===== src/rtl/axi4_bresp_router.sv =====
// axi4_bresp_router: routes slave B responses back to the master that issued
// the write. Each accepted AW is recorded as {id, master, older} in a tracking
// table. A B beat goes to the oldest outstanding entry with the same id, which
// keeps same-id responses in issue order.
module axi4_bresp_router #(
    parameter int NUM_MASTERS = 8,
    parameter int ID_WIDTH    = 4,
    parameter int DEPTH       = 8,
    parameter int MIDX_W      = (NUM_MASTERS > 1) ? $clog2(NUM_MASTERS) : 1,
    parameter int CNT_W       = $clog2(DEPTH + 1)
) (
    input  logic                   aclk,
    input  logic                   aresetn,
    input  logic                   alloc_valid,
    output logic                   alloc_ready,
    input  logic [MIDX_W-1:0]      alloc_master,
    input  logic [ID_WIDTH-1:0]    alloc_id,
    input  logic                   s_bvalid,
    output logic                   s_bready,
    input  logic [ID_WIDTH-1:0]    s_bid,
    input  logic [1:0]             s_bresp,
    output logic [NUM_MASTERS-1:0] m_bvalid,
    input  logic [NUM_MASTERS-1:0] m_bready,
    output logic [ID_WIDTH-1:0]    m_bid,
    output logic [1:0]             m_bresp,
    output logic [CNT_W-1:0]       outstanding,
    output logic                   err_unmatched
);

    localparam int IDX_W = $clog2(DEPTH);

    logic                r_valid  [DEPTH];
    logic [ID_WIDTH-1:0] r_id     [DEPTH];
    logic [MIDX_W-1:0]   r_master [DEPTH];
    logic [CNT_W-1:0]    r_older  [DEPTH];

    logic                r_hold_valid;
    logic [MIDX_W-1:0]   r_hold_master;
    logic [ID_WIDTH-1:0] r_hold_bid;
    logic [1:0]          r_hold_bresp;
    logic [CNT_W-1:0]    r_outstanding;
    logic                r_err;

    logic                w_hold_drain;
    logic                w_b_fire;
    logic                w_hit;
    logic [IDX_W-1:0]    w_hit_idx;
    logic                w_free;
    logic                w_alloc_fire;
    logic [IDX_W-1:0]    w_alloc_idx;
    logic [CNT_W-1:0]    w_same_cnt;

    // The full check uses registered occupancy only, so a free in the same
    // cycle cannot be reused until the next cycle.
    assign alloc_ready  = (r_outstanding != CNT_W'(DEPTH));
    assign w_hold_drain = r_hold_valid && m_bready[r_hold_master];
    assign s_bready     = !r_hold_valid || m_bready[r_hold_master];
    assign w_b_fire     = s_bvalid && s_bready;
    assign w_alloc_fire = alloc_valid && alloc_ready;
    assign w_free       = w_b_fire && w_hit;

    // Find the matching entry: only the oldest of a given id has older==0.
    always_comb begin
        w_hit     = 1'b0;
        w_hit_idx = '0;
        for (int i = DEPTH - 1; i >= 0; i--) begin
            if (r_valid[i] && r_id[i] == s_bid && r_older[i] == '0) begin
                w_hit     = 1'b1;
                w_hit_idx = IDX_W'(i);
            end
        end
    end

    // Pick the lowest free slot and count surviving same-id entries for the new write.
    always_comb begin
        w_alloc_idx = '0;
        w_same_cnt  = '0;
        for (int i = DEPTH - 1; i >= 0; i--) begin
            if (!r_valid[i])
                w_alloc_idx = IDX_W'(i);
        end
        for (int i = 0; i < DEPTH; i++) begin
            if (r_valid[i] && r_id[i] == alloc_id && !(w_free && w_hit_idx == IDX_W'(i)))
                w_same_cnt = w_same_cnt + CNT_W'(1);
        end
    end

    // Tracking table: free the hit entry, age its same-id successors, record new writes.
    always_ff @(posedge aclk or negedge aresetn) begin
        if (!aresetn) begin
            for (int i = 0; i < DEPTH; i++) begin
                r_valid[i]  <= 1'b0;
                r_id[i]     <= '0;
                r_master[i] <= '0;
                r_older[i]  <= '0;
            end
        end else begin
            for (int i = 0; i < DEPTH; i++) begin
                if (w_free && w_hit_idx == IDX_W'(i))
                    r_valid[i] <= 1'b0;
                else if (w_free && r_valid[i] && r_id[i] == s_bid)
                    r_older[i] <= r_older[i] - CNT_W'(1);
                if (w_alloc_fire && w_alloc_idx == IDX_W'(i)) begin
                    r_valid[i]  <= 1'b1;
                    r_id[i]     <= alloc_id;
                    r_master[i] <= alloc_master;
                    r_older[i]  <= w_same_cnt;
                end
            end
        end
    end

    // Single output holding stage; loads on a matched beat, otherwise drains on ready.
    always_ff @(posedge aclk or negedge aresetn) begin
        if (!aresetn) begin
            r_hold_valid  <= 1'b0;
            r_hold_master <= '0;
            r_hold_bid    <= '0;
            r_hold_bresp  <= '0;
        end else if (w_free) begin
            r_hold_valid  <= 1'b1;
            r_hold_master <= r_master[w_hit_idx];
            r_hold_bid    <= s_bid;
            r_hold_bresp  <= s_bresp;
        end else if (w_hold_drain) begin
            r_hold_valid  <= 1'b0;
        end
    end

    // Occupancy counter and the unmatched-beat error pulse.
    always_ff @(posedge aclk or negedge aresetn) begin
        if (!aresetn) begin
            r_outstanding <= '0;
            r_err         <= 1'b0;
        end else begin
            r_err <= w_b_fire && !w_hit;
            if (w_alloc_fire && !w_free)
                r_outstanding <= r_outstanding + CNT_W'(1);
            else if (!w_alloc_fire && w_free)
                r_outstanding <= r_outstanding - CNT_W'(1);
        end
    end

    // One-hot valid toward the owning master.
    always_comb begin
        for (int i = 0; i < NUM_MASTERS; i++)
            m_bvalid[i] = r_hold_valid && (r_hold_master == MIDX_W'(i));
    end

    assign m_bid         = r_hold_bid;
    assign m_bresp       = r_hold_bresp;
    assign outstanding   = r_outstanding;
    assign err_unmatched = r_err;

endmodule


===== config.mk =====
export PLATFORM = sky130hd
export DESIGN_NAME = axi4_bresp_router
export DESIGN_NICKNAME = d
export VERILOG_FILES = /design/src/rtl/axi4_bresp_router.sv
export SDC_FILE = /design/constraint.sdc
export NUM_CORES = 1
export LEC_CHECK = 0
export CAP_MARGIN = 10
export CORE_UTILIZATION = 45
export DETAILED_ROUTE_END_ITERATION = 7
export HOLD_SLACK_MARGIN = 0.05
export PLACE_DENSITY = 0.74
export SYNTH_ARGS = -nofsm -noshare
export SYNTH_HDL_FRONTEND = slang
export SYNTH_SLANG_ARGS = --single-unit

===== constraint.sdc =====
create_clock -name aclk -period 5.3 [get_ports aclk]
set_clock_uncertainty 0.15 [all_clocks]
set_input_delay 1.325 -clock aclk [delete_from_list [all_inputs] [get_ports aclk]]
set_output_delay 1.325 -clock aclk [all_outputs]
set_load 0.02 [all_outputs]

==> impl_metrics.yaml <==
clocking:
  cts_tree: "yes"
  clkTransAtPathRegs_ns: 0.08
  cts_num_sinks: 111
  holdBufCountCts: 0
  clk_latency_ns: 0.37
  cts_max_path_buffers: 2
  numCtsBuffers: 9
  htree_levels: 3
  root_buffer: "clkbuf_16"
yosys:
  ys_seq_area_share_pct: 38.4
  yosys.area_share.simple_pct: 15.2
  synth_mux_area_share_pct: 12.4
  synth_compound_area_share_pct: 10.1
  yosys.area_share.adder_pct: 5.12
  synthesis.nets: 768
  synth_edf_count: 0
  synth_top_family_by_area: "simple AND/OR/NAND/NOR gates"
  synth-main-ff-cell: "dfrtp_1"
  synth_warnings: 0
  synth-seq-cells: 111
  synth_xor_area_share_pct: 15.0
  async_flop_share_pct: 100
  syn_inst: 714
  synth_area_per_cell_um2: 10.1
  synth_cell_type_count: 73
  synth_area_um2: 7240
floorplan:
  die_area_um2: 16600
  io_pins: 46
  dieHeight_um: 129
  start_util_pct: 46.9
  die_x_um: 129
  core_area_um2: 15400
  rows: 45
power:
  leakagePower_uw: 0.00414
  power.density_nw_per_um2: 589
  ir_drop_v: 0.000485
setup_path:
  critPathLaunch: "m_bready[5]"
  required_ns: 5.43
  regToRegStartpoint: "r_hold_master[1]"
  worstSetupEndpointType: "register"
  worstPathMaxFanout: 8
  crit_path_start_kind: "primary input"
  rr_endpoint: "r_older[18]"
  worstRegToRegCells: 24
  critPathCapture: "r_older[18]"
  r2r_setup_slack_ns: -0.09
  critPathKind: "primary input to register"
  arrival_ns: 5.92
route:
  avgRoutedWirePerCell_um: 17.8
  num_vias: 5804
  vias_per_cell: 5.40
  drt_pre_antenna_iters: 7
  drtIter0Drc: 334
  routed_wirelength_um: 19200
  route.detailed.drc: 0
  final_antenna_net_count: 0
final_layout:
  seq_area_um2: 2780
  diodes: 0
  drive_gt1_share_pct: 34.0
  fill_cells: 1287
  final_cells: 1075
  areaGrowthSynthToFinish_pct: 29.5
  multi_input_area_um2: 4520
  finalInstanceArea_um2: 9370
  final_nets: 913
outcome:
  failed_checks: "setup timing"
  status: "finished, violations left"
sta:
  slew_headroom_pct: 46.0
  maxSlewViolCount: 0
  setup_viol: 24
  fin_ws_ns: -0.493
  tightest_slew_ns: 0.810
  hold_violations: 0
  fin_crit_sh_pct: 109
  fin_tns_setup_ns: -8.31
  finalCriticalPeriod_ns: 5.79
  fmax_mhz: 173
  holdWs_ns: 0.341
  rsz0062_at_grt: "true"
placement:
  dpl.cell_count: 1042
  dp_slack_ns: -1.31
  hpwlAfterDp_um: 14100
  port_buffers: 45
  gp_congestion: 0.862
  dpl_cell_area_um2: 8680
grt:
  track_usage_pct: 25.0
  grt_pass1_wl_um: 31400
  grt_max_degree: 57
  grt_pass1_vias: 6006
  grt_antenna_before_repair: 0
  grt_overflow_total: 0
job:
  drv_cap: 0
min_path:
  min_path_cells: 1
  hold_path_class: "register to register"
## area by class of cell
| type | instances | area share, % |
|---|---|---|
| Multi-Input combinational cell | 539 | 48.3 |
| Sequential cell | 111 | 29.6 |
| Timing Repair Buffer | 167 | 14.7 |
| Tap cell | 211 | 2.82 |
| Clock buffer | 10 | 2.55 |
| Inverter | 31 | 1.27 |
| Clock inverter | 6 | 0.801 |
## Yosys cell counts, types with 7 or more instances
cell        n  area, µm²
nand4_1     8       50.1
inv_1      30        113
xnor2_2     7        114
nand3_1    14       70.1
nor4_1     11       68.8
xnor2_1    45        394
mux2i_1    13        130
o21ai_0    29        145
a21oi_1    25        125
nand2_1    81        304
clkbuf_1   24       90.1
xor2_1     54        473
nor3b_1     7       52.6
dfrtp_1   111       2780
mux2_2     64        721
nor3_1     15       75.1
nor2_1     35        131
ha_1       28        350
## repair_timing
action                     in CTS  in global routing
gates resized for setup        62                 19
hold endpoints to repair        0                  0
pin swaps                      27                 21
setup endpoints to repair      24                 24
buffers inserted               16                  5
## worst max-delay path: stages
cell	delay, ns
dlygate4sd2_1	0.20
mux2i_2	0.08
a32o_2	0.25
o2bb2ai_4	0.14
nand2_4	0.09
o31ai_4	0.26
nand2b_4	0.20
inv_4	0.04
ha_4	0.29
xor2_4	0.16
inv_2	0.06
ha_4	0.25
a211oi_4	0.23
a31oi_2	0.06
ha_1	0.32
xnor3_1	0.23
a221oi_2	0.29
ha_1	0.28
mux2_4	0.27
ha_4	0.16
nand2_4	0.07
xor2_4	0.08
xnor2_4	0.32
nor2_1	0.07
a21oi_1	0.17
## stage by stage
step	utilization [%]	power, µW
after floorplan	-	3480
after global placement	56.3	4460
after detailed placement	56.3	4550
after CTS	60.2	5450
after global routing	60.7	5890
final	60.7	5520
## cell usage in the layout (no fill, tap or decap), types with 9 or more instances in the layout
cell type          n
buf_4            117
dlygate4sd2_1     10
mux2i_1           11
clkbuf_16          9
nor4_1            10
o21ai_0           18
ha_1              23
clkdlybuf4s50_1   28
nand3_1           14
xnor2_2           12
xnor2_1           38
inv_1             28
mux2_2            63
dfrtp_1          111
a21oi_1           21
xor2_1            52
nor2_1            35
nor3_1            13
nand2_1           79
## where the power goes
group | switching [µW] | total, µW | internal [µW]
combinational | 1550 | 3170 | 1620
clock | 341 | 730 | 389
sequential | 385 | 1630 | 1240
## state kept, by name, indices dropped and copies added (netlist names)
register,count
m_bresp,2
m_bid,4
r_hold_valid,1
r_older,32
outstanding,4
err_unmatched,1
r_hold_master,3
r_id,32
r_master,24
r_valid,8
## logic make-up (layout without fill, tap and decap cells)
family | count (synthesis) | in the layout
flops | 111 | 111
buf+inv | 64 | 214
simple gates | 213 | 213
fa+ha+maj | 29 | 29
mux | 80 | 80
compound gates | 106 | 106
xor+xnor | 111 | 111
## worst min-delay path by stage
| stage | start | to | slack (ns) |
|---|---|---|---|
| 2_1_floorplan | r_master[12] | r_master[12] | 0.33 |
| 3_3_place_gp | outstanding[3] | outstanding[3] | 0.32 |
| 3_5_place_dp | outstanding[3] | outstanding[3] | 0.34 |
| 4_1_cts | outstanding[3] | outstanding[3] | 0.34 |
| 5_1_grt | outstanding[3] | outstanding[3] | 0.36 |
| 6_report | outstanding[3] | outstanding[3] | 0.34 |
## per-layer routing
metal	global-route usage, %	wire length [µm]
met5	0	0
met1	33.1	8660
met2	40.8	9160
met4	7.54	362
met3	5.61	982
(Power assumes the default switching activity.)
